File: config.mk
export PLATFORM = sky130hd
export DESIGN_NAME = ifft4_seq
export DESIGN_NICKNAME = d
export VERILOG_FILES = /design/src/rtl/ifft4_pkg.sv /design/src/rtl/ifft4_bfly.sv /design/src/rtl/ifft4_seq.sv
export SDC_FILE = /design/constraint.sdc
export NUM_CORES = 1
export LEC_CHECK = 0
export CAP_MARGIN = 20
export CELL_PAD_IN_SITES_DETAIL_PLACEMENT = 0
export CELL_PAD_IN_SITES_GLOBAL_PLACEMENT = 1
export CORE_AREA = 2 2 328 200
export CTS_BUF_LIST = sky130_fd_sc_hd__clkbuf_16
export DETAILED_ROUTE_END_ITERATION = 10
export DIE_AREA = 0 0 330 202
export PLACE_DENSITY = 0.65
export REMOVE_ABC_BUFFERS = 1
export SETUP_SLACK_MARGIN = 0.1
export SLEW_MARGIN = 10
export SYNTH_ARGS = -nofsm -noshare
export SYNTH_HDL_FRONTEND = slang
export SYNTH_SLANG_ARGS = --single-unit
File: constraint.sdc
create_clock -name clk -period 4.6 [get_ports clk]
set_input_delay 0.46 -clock clk [delete_from_list [all_inputs] [get_ports clk]]
set_output_delay 0.46 -clock clk [all_outputs]
set_load 0.005 [all_outputs]
File: src/rtl/ifft4_pkg.sv
// rtl/ifft4_pkg.sv - shared types for the 4-point sequential inverse FFT
package ifft4_pkg;

    localparam int IFFT4_DW = 16;

    typedef struct packed {
        logic signed [IFFT4_DW-1:0] re;
        logic signed [IFFT4_DW-1:0] im;
    } cplx_t;

    typedef enum logic [2:0] {
        IDLE,
        S1A,
        S1B,
        S2A,
        S2B,
        DONE
    } ifft4_state_e;

endpackage

File: src/rtl/ifft4_bfly.sv
// rtl/ifft4_bfly.sv - radix-2 butterfly with optional +j rotation; IFFT4_SCALE_EN halves each output
module ifft4_bfly
    import ifft4_pkg::*;
(
    input  cplx_t p,
    input  cplx_t q,
    input  logic  rot_j,
    output cplx_t sum,
    output cplx_t diff
);

    localparam int W = IFFT4_DW;
`ifdef IFFT4_SCALE_EN
    localparam int SH = 1;
`else
    localparam int SH = 0;
`endif

    logic signed [W:0] qr, qi, sr, si, dr, di;

    // j*q = (-q.im, q.re): swap and negate only, at W+1 bits so -min cannot overflow
    always_comb begin
        if (rot_j) begin
            qr = -{q.im[W-1], q.im};
            qi = {q.re[W-1], q.re};
        end else begin
            qr = {q.re[W-1], q.re};
            qi = {q.im[W-1], q.im};
        end
        sr = {p.re[W-1], p.re} + qr;
        si = {p.im[W-1], p.im} + qi;
        dr = {p.re[W-1], p.re} - qr;
        di = {p.im[W-1], p.im} - qi;
    end

    assign sum  = {W'(sr >>> SH), W'(si >>> SH)};
    assign diff = {W'(dr >>> SH), W'(di >>> SH)};

endmodule

File: src/rtl/ifft4_seq.sv
// rtl/ifft4_seq.sv - sequential 4-point radix-2 DIT inverse FFT, one shared butterfly; IFFT4_SCALE_EN selects 1/4 gain
module ifft4_seq
    import ifft4_pkg::*;
#(
    parameter int DW = IFFT4_DW
) (
    input  logic          clk,
    input  logic          rst,
    input  logic          in_valid,
    output logic          in_ready,
    input  logic [DW-1:0] x0_re,
    input  logic [DW-1:0] x0_im,
    input  logic [DW-1:0] x1_re,
    input  logic [DW-1:0] x1_im,
    input  logic [DW-1:0] x2_re,
    input  logic [DW-1:0] x2_im,
    input  logic [DW-1:0] x3_re,
    input  logic [DW-1:0] x3_im,
    output logic          out_valid,
    input  logic          out_ready,
    output logic [DW-1:0] y0_re,
    output logic [DW-1:0] y0_im,
    output logic [DW-1:0] y1_re,
    output logic [DW-1:0] y1_im,
    output logic [DW-1:0] y2_re,
    output logic [DW-1:0] y2_im,
    output logic [DW-1:0] y3_re,
    output logic [DW-1:0] y3_im
);

    ifft4_state_e state, state_nxt;

    cplx_t x0, x1, x2, x3;
    cplx_t a, b, c, d;
    cplx_t y0, y1, y2, y3;
    cplx_t bp, bq, bs, bd;
    logic  rot;

    always_ff @(posedge clk) begin
        if (rst) state <= IDLE;
        else     state <= state_nxt;
    end

    always_comb begin
        state_nxt = state;
        case (state)
            IDLE:    if (in_valid) state_nxt = S1A;
            S1A:     state_nxt = S1B;
            S1B:     state_nxt = S2A;
            S2A:     state_nxt = S2B;
            S2B:     state_nxt = DONE;
            DONE:    if (out_ready) state_nxt = IDLE;
            default: state_nxt = IDLE;
        endcase
    end

    always_comb begin
        bp  = x0;
        bq  = x2;
        rot = 1'b0;
        case (state)
            S1B: begin
                bp = x1;
                bq = x3;
            end
            S2A: begin
                bp = a;
                bq = c;
            end
            S2B: begin
                bp  = b;
                bq  = d;
                rot = 1'b1;
            end
            default: ;
        endcase
    end

    ifft4_bfly u_bfly (
        .p     (bp),
        .q     (bq),
        .rot_j (rot),
        .sum   (bs),
        .diff  (bd)
    );

    // y0/y2 are parked in a/c during S2A so all outputs update together on leaving S2B
    always_ff @(posedge clk) begin
        if (rst) begin
            x0 <= '0;
            x1 <= '0;
            x2 <= '0;
            x3 <= '0;
            a  <= '0;
            b  <= '0;
            c  <= '0;
            d  <= '0;
            y0 <= '0;
            y1 <= '0;
            y2 <= '0;
            y3 <= '0;
        end else begin
            case (state)
                IDLE: begin
                    if (in_valid) begin
                        x0 <= {x0_re, x0_im};
                        x1 <= {x1_re, x1_im};
                        x2 <= {x2_re, x2_im};
                        x3 <= {x3_re, x3_im};
                    end
                end
                S1A: begin
                    a <= bs;
                    b <= bd;
                end
                S1B: begin
                    c <= bs;
                    d <= bd;
                end
                S2A: begin
                    a <= bs;
                    c <= bd;
                end
                S2B: begin
                    y0 <= a;
                    y2 <= c;
                    y1 <= bs;
                    y3 <= bd;
                end
                default: ;
            endcase
        end
    end

    assign in_ready  = (state == IDLE);
    assign out_valid = (state == DONE);

    assign y0_re = y0.re;
    assign y0_im = y0.im;
    assign y1_re = y1.re;
    assign y1_im = y1.im;
    assign y2_re = y2.re;
    assign y2_im = y2.im;
    assign y3_re = y3.re;
    assign y3_im = y3.im;

endmodule

; Word level (Yosys, flattened, before mapping)
; Cells that the tools add are included.
[op_classes]
add_sub_neg = 5
n_eq_ne = 7
n_mux = 9
n_reduce_logical = 5
[ops]
columns = operator, count
row1 = $pmux 32 s3, 2
row2 = $pmux 32 s2, 1
row3 = $add 16x16->16, 2
row4 = $mux 16, 2
row5 = $sub 16x16->16, 2
row6 = $pmux 3 s6, 1
row7 = $neg 16->16, 1
row8 = $eq 3x2->1 const B, 2
row9 = $eq 3x3->1 const B, 2
row10 = $mux 3, 2
row11 = $reduce_and 2->1, 2
row12 = $eq 3x1->1 const B, 1
row13 = $logic_not 3->1, 1
row14 = $ne 2x1->1 const B, 1
row15 = $ne 2x2->1 const B, 1
row16 = $reduce_bool 2->1, 1
row17 = $reduce_or 2->1, 1
row18 = $mux 1, 1
[totals]
regBits = 387
inputBits = 132
output_inout_bits = 130
word_cells = 51

; Depth between registers and ports, before layout
; Gate-level depths: netlist (run 1).
[depth]
depth_word = 6
ltp_mapped = 24
ltp_nobuf = 21

; Modules after synthesis
; From an unflattened synthesis (run 1), not the netlist that was laid out.
[unflattened]
hier_cells = 2484
area_unflattened_um2 = 18993.2
[modules_own_cells]
columns = mod, instances, cells_per_inst, area_per_inst_um2, seq_area_each_um2
row1 = ifft4_seq, 1, 1953, 15238.4, 7747.4
row2 = ifft4_bfly, 1, 531, 3754.9, 0.0

; Worst setup path before layout (run 1)
; OpenSTA, ideal clock, no wires.
[synth_timing]
kind = register -> register
start = register state[0]
end = register c[30] (netlist name)
setup_ps = 131
arrival_ps = 4524
required_ps = 4469
setup_slack_ps = -55
stages_incl_launch_ff = 21
n_path_buf = 5
synth_period_minus_slack_ps = 4655
path_cell_list = dfxtp_1 -> buf_6 -> buf_6 -> clkbuf_1 -> buf_1 -> clkbuf_1 -> mux2i_1 -> nand2_1 -> o211ai_1 -> o21ai_0 -> fa_1 -> a21o_1 -> a21oi_1 -> o21ai_0 -> and2_1 -> o311ai_0 -> a31oi_1 -> a21o_1 -> a21oi_1 -> xnor2_1 -> o22ai_1
[synth_via]
elab_chain_len = 6
word_cells_on_any_way = 12
cone_classes = add/sub (3) / eq/ne (3) / mux (5) / reduce/logical (1)
[synth_rtl]
columns = element, line_no
row1 = "start, declared", ifft4_seq.sv:31  ; ifft4_state_e state, state_nxt;
row2 = "start signal, assigned", ifft4_seq.sv:41  ; else state <= state_nxt;
row3 = $eq 3x3->1 or $eq 3x2->1 (tied branches), "ifft4_seq.sv:61, ifft4_seq.sv:103"
row4 = $pmux 32 s3, ifft4_seq.sv:61  ; case (state)
row5 = $neg 16->16, ifft4_bfly.sv:24  ; qr = -{q.im[W-1], q.im};
row6 = $mux 16, ifft4_bfly.sv:23  ; if (rot_j) begin
row7 = $sub 16x16->16 or $add 16x16->16 (tied branches), "ifft4_bfly.sv:32, ifft4_bfly.sv:30"
row8 = $pmux 32 s2, ifft4_seq.sv:103  ; case (state)
row9 = "end signal, assigned", ifft4_seq.sv:117  ; c <= bs;
row10 = "end, declared", ifft4_seq.sv:34  ; cplx_t a, b, c, d;
; Several ways; a longest one is shown, not always the timed one.
; A chain may end at the register's enable or synchronous reset.

; Final worst setup path (run 1)
[layout_timing]
start = register state[0]
end = register c[31] (netlist name)
; The elaborated chain is that of the path after synthesis.

==> results of run 1 <==
-- per-stage QoR --
stage | instances | power (uW) | utilization | TNS, ns | area [um^2]
3_3_place_gp | 3521 | 8780 | 0.3612 | 0 | 23040
5_1_grt | 3606 | 13140 | 0.3883 | 0 | 24770
2_1_floorplan | 2269 | 6597 | - | -1444.29 | 18200
4_1_cts | 3593 | 12380 | 0.3833 | 0 | 24450
6_report | 3606 | 12470 | 0.3883 | 0 | 24770
3_5_place_dp | 3521 | 8806 | 0.3612 | -0.3680 | 23040
-- state kept, by name (all words and copies together) (netlist names), 32 cells and up --
| name | cells |
|---|---|
| x2 | 32 |
| x1 | 32 |
| x3 | 32 |
| b | 32 |
| d | 32 |
| c | 32 |
| x0 | 32 |
| a | 32 |
-- synthesized netlist by cell type (4+ instances only) --
cell type,number
clkbuf_1,158
o22ai_1,7
o21ai_0,65
o211ai_1,36
fa_1,4
nand2_1,627
and2_1,4
dfxtp_1,385
o21a_1,13
mux2_2,10
nand2b_1,18
o21bai_1,8
xnor2_1,56
inv_1,61
ha_1,61
xor2_1,10
nor2_1,191
nor3_1,23
buf_2,13
or2_2,5
nand3_1,13
o31ai_1,11
a211o_1,9
buf_1,15
mux2i_1,90
a32oi_1,6
a211oi_1,96
buf_6,5
a21oi_1,344
and3_1,5
a221oi_1,15
nor2b_1,8
a21o_1,15
or3_1,13
nor4_1,6
-- worst min path at each step --
stage	cells after the start	startpoint	slack, ns	to
6_report	2	rst	0.37	c[9]
3_5_place_dp	2	y0_im[8]	0.45	y0_im[8]
4_1_cts	3	x1_re[0]	0.41	x1[16]
3_3_place_gp	2	b[18]	0.44	b[18]
2_1_floorplan	2	x3[3]	0.43	x3[3]
5_1_grt	3	x2_re[2]	0.42	x2[18]
-- area by class of cell --
type	instances	area, um^2	share of cell area
clock inverter	25	237.7	0.009599
multi-input combinational	1822	10500	0.4239
sequential	385	7716	0.3116
timing repair buffer	415	3864	0.1560
clock buffer	46	1151	0.04648
tap	851	1065	0.04299
inverter	62	232.7	0.009397
-- power by group through the flow --
stage	Combinational, uW	Sequential (uW)	Clock, uW
final	5060	3880	3520
after global routing	5490	3910	3730
after CTS	4880	3880	3610
after detailed placement	4850	3960	0
after global placement	4830	3950	0
after floorplan	2690	3900	0
-- cells in the final DEF, fill, tap and decap left out, types with 4 or more instances in the layout --
cell             instances
a211o_1                  9
a211oi_1                91
a211oi_2                 4
a21o_1                  15
a21oi_1                340
a21oi_2                  4
a221oi_1                15
a32oi_1                  5
and3_1                   4
buf_4                  145
buf_6                    4
bufinv_16                4
clkbuf_16               47
clkdlybuf4s50_1        260
clkinv_1                 4
clkinv_2                 5
dfxtp_1                382
fa_1                     4
ha_1                    58
inv_1                   66
mux2_2                  10
mux2i_1                 90
nand2_1                626
nand2b_1                17
nand3_1                 13
nor2_1                 188
nor2b_1                  6
nor3_1                  20
nor4_1                   5
o211ai_1                36
o21a_1                  13
o21ai_0                 62
o21bai_1                 8
o22ai_1                  7
o31ai_1                  9
or2_2                    5
or3_1                   13
xnor2_1                 54
xor2_1                   9
-- routing by layer --
| metal | routed length [um] | part of all wire |
|---|---|---|
| met1 | 36260 | 0.51 |
| met2 | 28710 | 0.41 |
| met3 | 4421 | 0.062 |
| met4 | 1370 | 0.019 |
| met5 | 0 | 0 |
-- cell families (layout without fill, tap and decap cells) --
logic type | after synthesis | after routing | synth area share
simple gates | 934 | 934 | 0.2017
fa+ha+maj | 65 | 65 | 0.04440
mux | 101 | 101 | 0.05395
xor+xnor | 66 | 66 | 0.03043
buf+inv | 256 | 548 | 0.05402
compound gates | 656 | 656 | 0.2097
flops | 385 | 385 | 0.4058
-- what timing repair did --
item | 4_1_cts | 5_1_grt
endpoints found under the setup margin | 15 | 55
setup buffers | 1 | 12
gates resized for setup | 5 | 43
pin swaps | 0 | 8
gates cloned | 0 | 1
hold buffers | 0 | 0
==> results by group, run 1 <==
Clocking
  • Clock Path Buffers: 3
  • CTS buffer count: between 40 and 50
  • CTS Sinks: between 300 and 400
  • Root buf cell: clkbuf_16
  • Clock Latency Late Sink: 0.58 ns
  • CTS tree: done
  • H-tree depth: 2
  • Worst-path clk slew: ~0.06 ns

Drt
  • Vias per std cell: 4.982
  • Post-route ant nets: 0
  • DRC Markers: 13
  • Final WL: 70,760 um
  • Vias: 17.97k
  • DRT iter0 DRCs: between 1k and 1.5k
  • 1st-pass router iterations: 8
  • Wire per inst: between 15 and 20 um

Synth
  • Number of synthesized flops with an enable pin: 0
  • Synth Register Bits: 385
  • Post-synth top flop: dfxtp_1
  • Post-synthesis sequential area ratio: 0.4058
  • YS warnings: 0
  • Mean post-synth cell area: 7.711 um^2
  • Cells after Synth: 2,463
  • Dominant cell type by area after synthesis: dfxtp_1
  • Top post-synthesis cells by area: dfxtp_1, nand2_1, a21oi_1, mux2i_1, ha_1
  • Post-synthesis instance area: 18,990 um^2
  • FFs w/ async S/R, synth: 0
  • Post-synth top area share: 0.4058
  • Netlist cell types: 73

Worst setup path
  • Element type at the critical path end: flip-flop
  • Critical-path top delay cell: dfxtp_4
  • Reg-to-Reg Start: state[0]
  • RR Endpoint: c[31]
  • CP Launch Point: state[0]
  • Most used cell, CP: buf_4
  • CP required: ~5 ns
  • Crit. path cell count: 19
  • Worst setup path endpoint: c[31]
  • Crit-path max cell delay: 0.40 ns
  • CP max FO: 9
  • WP buf/inv: 4
  • Reg2reg setup slack: 0.30 ns
  • Crit path cell chain: buf_4 > buf_4 > a211oi_1 > o31ai_1 > nor4_4 > and2_2 > nand2_1 > xor2_1 > a32oi_1 > ha_1 > nor3_1 > buf_4 > and3b_1 > a2111oi_2 > buf_4 > o41ai_4 > xor2_2 > a222oi_1 > nor2_1
  • Crit path DAT: 4.73 ns
  • Worst path top cell family by delay: compound AO/OA/AOI/OAI gates
  • Critical path type: reg -> reg
  • Worst reg-to-reg path cell count: 19
  • Worst setup SP type: flip-flop

Placement
  • GPL Wtd Cong: just over 0.9
  • DP Worst Slack: -0.1125 ns
  • Detail Placement HPWL: between 40,000 and 50,000 um
  • I/O Buffers: around 260

Final layout
  • Layout area overhead: 30.39%
  • Fill cell count: 6,597
  • Layout cells sized above 1: 0.1056
  • Final #Nets: about 2.9k
  • N_diodes: 0

GRT
  • Vias in the first global route: 17.28k
  • Grt met3 use: 0.03406
  • Initial antenna violation count: 1
  • Routing usage on met2: 0.2914
  • GRT Residual Overflow: 0
  • Largest net degree at the start of global routing: 122
  • GRT busiest layer: met1
  • First-pass GRT wire length: 105,600 um
  • Gr usage total: 0.2045
  • GR Util met1: 0.3162

Power and ir drop
  • Pwr dens: a little over 500 nW/um^2
  • Pint: 7699 uW
  • Peak VDD IR: 0.2783 mV
  • Switching power of the nets: 4767 uW
  • Clock power frac: 0.283
  • Sequential group share of total power: 0.311
  • Pleak: 0.009110 uW
  • Combinational power share: 0.406
  • Switch share: 0.3824

Floorplan
  • Initial core utilization: 0.2978
  • # rows: 72
  • Die W: between 300 and 400 um
  • Top-Level Pins: between 200 and 300
  • Core area: 63,780 um^2
  • Die height: around 200 um
  • Die area: 66,660 um^2

Timing
  • Final hold slack: 0.3734 ns
  • Period utilisation layout: 0.9356
  • Worst slew pin tran: just over 0.9 ns
  • RSZ-0062 raised after global routing: true
  • Worst Slack Setup Final: 0.2964 ns
  • Tmin final: 4.304 ns
  • Hold Fails Final Rpt: 0
  • # setup viols final: 0
  • Clock Skew: 0.02316 ns
  • Fmax achieved: 232.4 MHz
  • Final Max Tran Viols: 0
  • Relative slew slack: 0.3777

Outcome
  • Violated checks: design-rule violations
  • Outcome: finished, violations left

Job
  • Max Cap Violations: 0

Min path
  • Type of the worst min-delay path: in -> reg
(Power assumes the default switching activity.)
==> run 2: changes to the inputs <==
- PLACE_DENSITY: 0.65 -> 0.66
- SYNTH_HIERARCHICAL: unset -> 1
==> results by group, run 2 <==
Floorplan
  • Initial core utilization: 0.2978 (unchanged)
  • Die height: 202 um (unchanged)
  • Core area: 63,780 um^2 (unchanged)
  • Die area: 66,660 um^2 (unchanged)
  • Top-Level Pins: 262 (unchanged)
  • # rows: 72 (unchanged)
  • Die W: 330 um (unchanged)

Timing
  • Final Max Tran Viols: 0 (unchanged)
  • # setup viols final: 0 (unchanged)
  • Clock Skew: 0.02201 ns (-0.001144 ns)
  • Fmax achieved: 221.4 MHz (-4.7%)
  • Tmin final: 4.518 ns (+0.2141 ns)
  • Worst slew pin tran: 1.123 ns (+0.1917 ns)
  • Final hold slack: 0.4261 ns (+0.05271 ns)
  • RSZ-0062 raised after global routing: true
  • Post-Route Setup TNS: 0 ns (unchanged)
  • Worst Slack Setup Final: 0.08236 ns (-0.2141 ns)
  • Relative slew slack: 0.2498 (-0.1279)
  • Period utilisation layout: 0.9821 (+0.04654)
  • Hold Fails Final Rpt: 0 (unchanged)

GRT
  • Gr usage total: 0.2112 (+0.006780)
  • Largest net degree at the start of global routing: 135 (+11%)
  • Initial antenna violation count: 0 (-1)
  • GRT Residual Overflow: 0 (unchanged)
  • First-pass GRT wire length: 108,900 um (+3.1%)
  • Vias in the first global route: 17.85k (+3.3%)

Final layout
  • Final #Nets: 3,004 (+2.7%)
  • Most common cell after layout, fill and taps aside: nand2_1
  • Commonest cells after routing, fill and taps aside: nand2_1, a21oi_1, dfxtp_1
  • Final cell count without fillers: 3,676 (+1.9%)
  • Fin area: 25,410 um^2 (+2.6%)
  • Layout area overhead: 33.76%
  • Fill cell count: 6,524 (-1.1%)
  • N_diodes: 0 (unchanged)
  • Layout cells sized above 1: 0.1310 (+0.02535)
  • Area taken by multi-input logic gates: 10,760 um^2 (+2.5%)
  • Total area of sequential cells: 7751 um^2 (+0.45%)

Placement
  • Placed cell areas: 23,350 um^2 (+1.4%)
  • Cell Count Post-Placement: 3,592 (+2.0%)
  • DP Worst Slack: -0.1347 ns (-0.02218 ns)
  • Detail Placement HPWL: 50,860 um (+2.5%)
  • GPL Wtd Cong: 0.8469 (-8.6%)
  • I/O Buffers: 261 (unchanged)

Worst setup path
  • Element type at the critical path end: flip-flop
  • CP max FO: 7 (-2)
  • Worst path top cell family by delay: simple AND/OR/NAND/NOR gates
  • WP buf/inv: 4 (unchanged)
  • Crit path cell chain: or3b_4 > inv_8 > nor2_4 > buf_6 > a221o_1 > or3_4 > or4_4 > xor2_1 > mux2_4 > buf_4 > ha_1 > a21oi_2 > nand2_1 > a21oi_2 > buf_4 > nor2_2 > and4b_1 > a311o_1 > nor3_2 > nor4_1
  • Worst setup SP type: flip-flop
  • Critical-path top delay cell: or4_4
  • Crit-path max cell delay: 0.51 ns (+0.11 ns)
  • Reg2reg setup slack: 0.08 ns (-0.21 ns)
  • CP required: 5.01 ns (about the same)
  • Crit path DAT: 4.93 ns (+0.20 ns)
  • Critical path type: reg -> reg

Synth
  • Mean post-synth cell area: 7.646 um^2 (-0.85%)
  • YS warnings: 6 (+6)
  • Post-synthesis sequential area ratio: 0.4079 (+0.002108)
  • Post-synth top flop: dfxtp_1
  • Post-synthesis instance area: 18,990 um^2 (unchanged)
  • Synth Register Bits: 387 (+0.52%)
  • Cells after Synth: 2,484 (+0.85%)
  • Post-synth top cells: nand2_1, a21oi_1, dfxtp_1, nor2_1, clkbuf_1
  • Top post-synthesis cells by area: dfxtp_1, nand2_1, a21oi_1, ha_1, mux2i_1
  • FFs w/ async S/R, synth: 0 (unchanged)
  • Number of synthesized flops with an enable pin: 0 (unchanged)
  • Netlist cell types: 62 (-15%)
  • Dominant cell type by area after synthesis: dfxtp_1
  • Most common cell in the netlist: nand2_1
  • Post-synth top area share: 0.4079 (+0.002108)

Clocking
  • Worst-path clk slew: 0.06 ns (about the same)
  • CTS Sinks: 387 (+0.52%)
  • CTS tree: done
  • Root buf cell: clkbuf_16
  • Clock Latency Late Sink: 0.58 ns (about the same)
  • H-tree depth: 2 (unchanged)
  • Clock Path Buffers: 3 (unchanged)
  • CTS Hold Bufs: 0 (unchanged)
  • CTS buffer count: 40 (-7.0%)

Min path
  • Type of the worst min-delay path: in -> reg

Power and ir drop
  • Pleak: 0.009378 uW (+2.9%)
  • Pwr dens: 446.7 nW/um^2 (-11%)
  • Peak VDD IR: 0.2744 mV (-1.4%)

Outcome
  • Outcome: finished, violations left
  • Violated checks: design-rule violations

Drt
  • DRC Markers: 16 (+3)
  • Vias per std cell: 4.991 (+0.18%)
  • 1st-pass router iterations: 8 (unchanged)
  • Wire per inst: 19.83 um (+1.1%)
  • DRT iter0 DRCs: 1,339 (-1.8%)
  • Vias: 18.35k (+2.1%)
  • Final WL: 72,910 um (+3.0%)
  • Post-route ant nets: 0 (unchanged)

Job
  • Max Cap Violations: 0 (unchanged)
[run 2: per-stage QoR]
step / power, uW / util
global route: 11970 / 0.3983
detailed placement: 7961 / 0.3662
floorplan: 6045 / -
finish: 11350 / 0.3983
global placement: 7924 / 0.3654
CTS: 11200 / 0.3893
[run 2: what timing repair did]
action / 4_1_cts / 5_1_grt
endpoints found under the setup margin: 62 / 78
pin swaps: 6 / 27
resized for setup: 57 / 80
cloned: 0 / 4
setup buffers: 1 / 11
[run 2: power by group]
group	total [uW]	leakage (uW)	switching, uW	internal, uW
Clock	3080	0.000625	1410	1660
Combinational	4410	0.00560	2560	1840
Sequential	3860	0.00315	206	3660
[run 2: worst register-to-register path, stage by stage (launching register included)]
cell and delay (ns):
dfxtp_4 0.35, or3b_4 0.43, inv_8 0.07, nor2_4 0.05, buf_6 0.13, a221o_1 0.35
or3_4 0.38, or4_4 0.51, xor2_1 0.18, mux2_4 0.29, buf_4 0.14, ha_1 0.22
a21oi_2 0.13, nand2_1 0.08, a21oi_2 0.11, buf_4 0.14, nor2_2 0.05, and4b_1 0.19
a311o_1 0.31, nor3_2 0.17, nor4_1 0.07
[run 2: final cells by class]
class,count,share of cell area
Clock buffer,41,0.04038
Clock inverter,26,0.005811
Inverter,65,0.009899
Multi-Input combinational cell,1845,0.4236
Sequential cell,387,0.3051
Tap cell,851,0.04191
Timing Repair Buffer,461,0.1733
[run 2: worst paths after layout]
| check | start | to | cells after the start |
|---|---|---|---|
| worst min-delay path | x2_im[1] | x2[1] | 3 |
| worst max-delay path | state[0] | c[29] | 20 |
| worst min register to register | y2_re[12] | y2_re[12] | 2 |
| worst max register to register | state[0] | c[29] | 20 |
[run 2: cells by family after synthesis]
| logic type | after synthesis | synth area share |
|---|---|---|
| AOI/OAI and AO/OA | 552 | 0.1737 |
| xor gates and xnor gates | 63 | 0.02905 |
| adders and majority gates | 72 | 0.04901 |
| buffers and inverters | 252 | 0.05863 |
| DFF | 387 | 0.4079 |
| muxes | 97 | 0.05211 |
| and+or+nand+nor | 1061 | 0.2296 |
[run 2: layer usage]
| layer | global-route usage | vias up | routed length (um) |
|---|---|---|---|
| li1 | - | 9000 | - |
| met1 | 0.3372 | 8778 | 38700 |
| met2 | 0.2938 | 496 | 29040 |
| met3 | 0.03278 | 74 | 4163 |
| met4 | 0.03927 | 0 | 1011 |
| met5 | 0 | - | 0 |
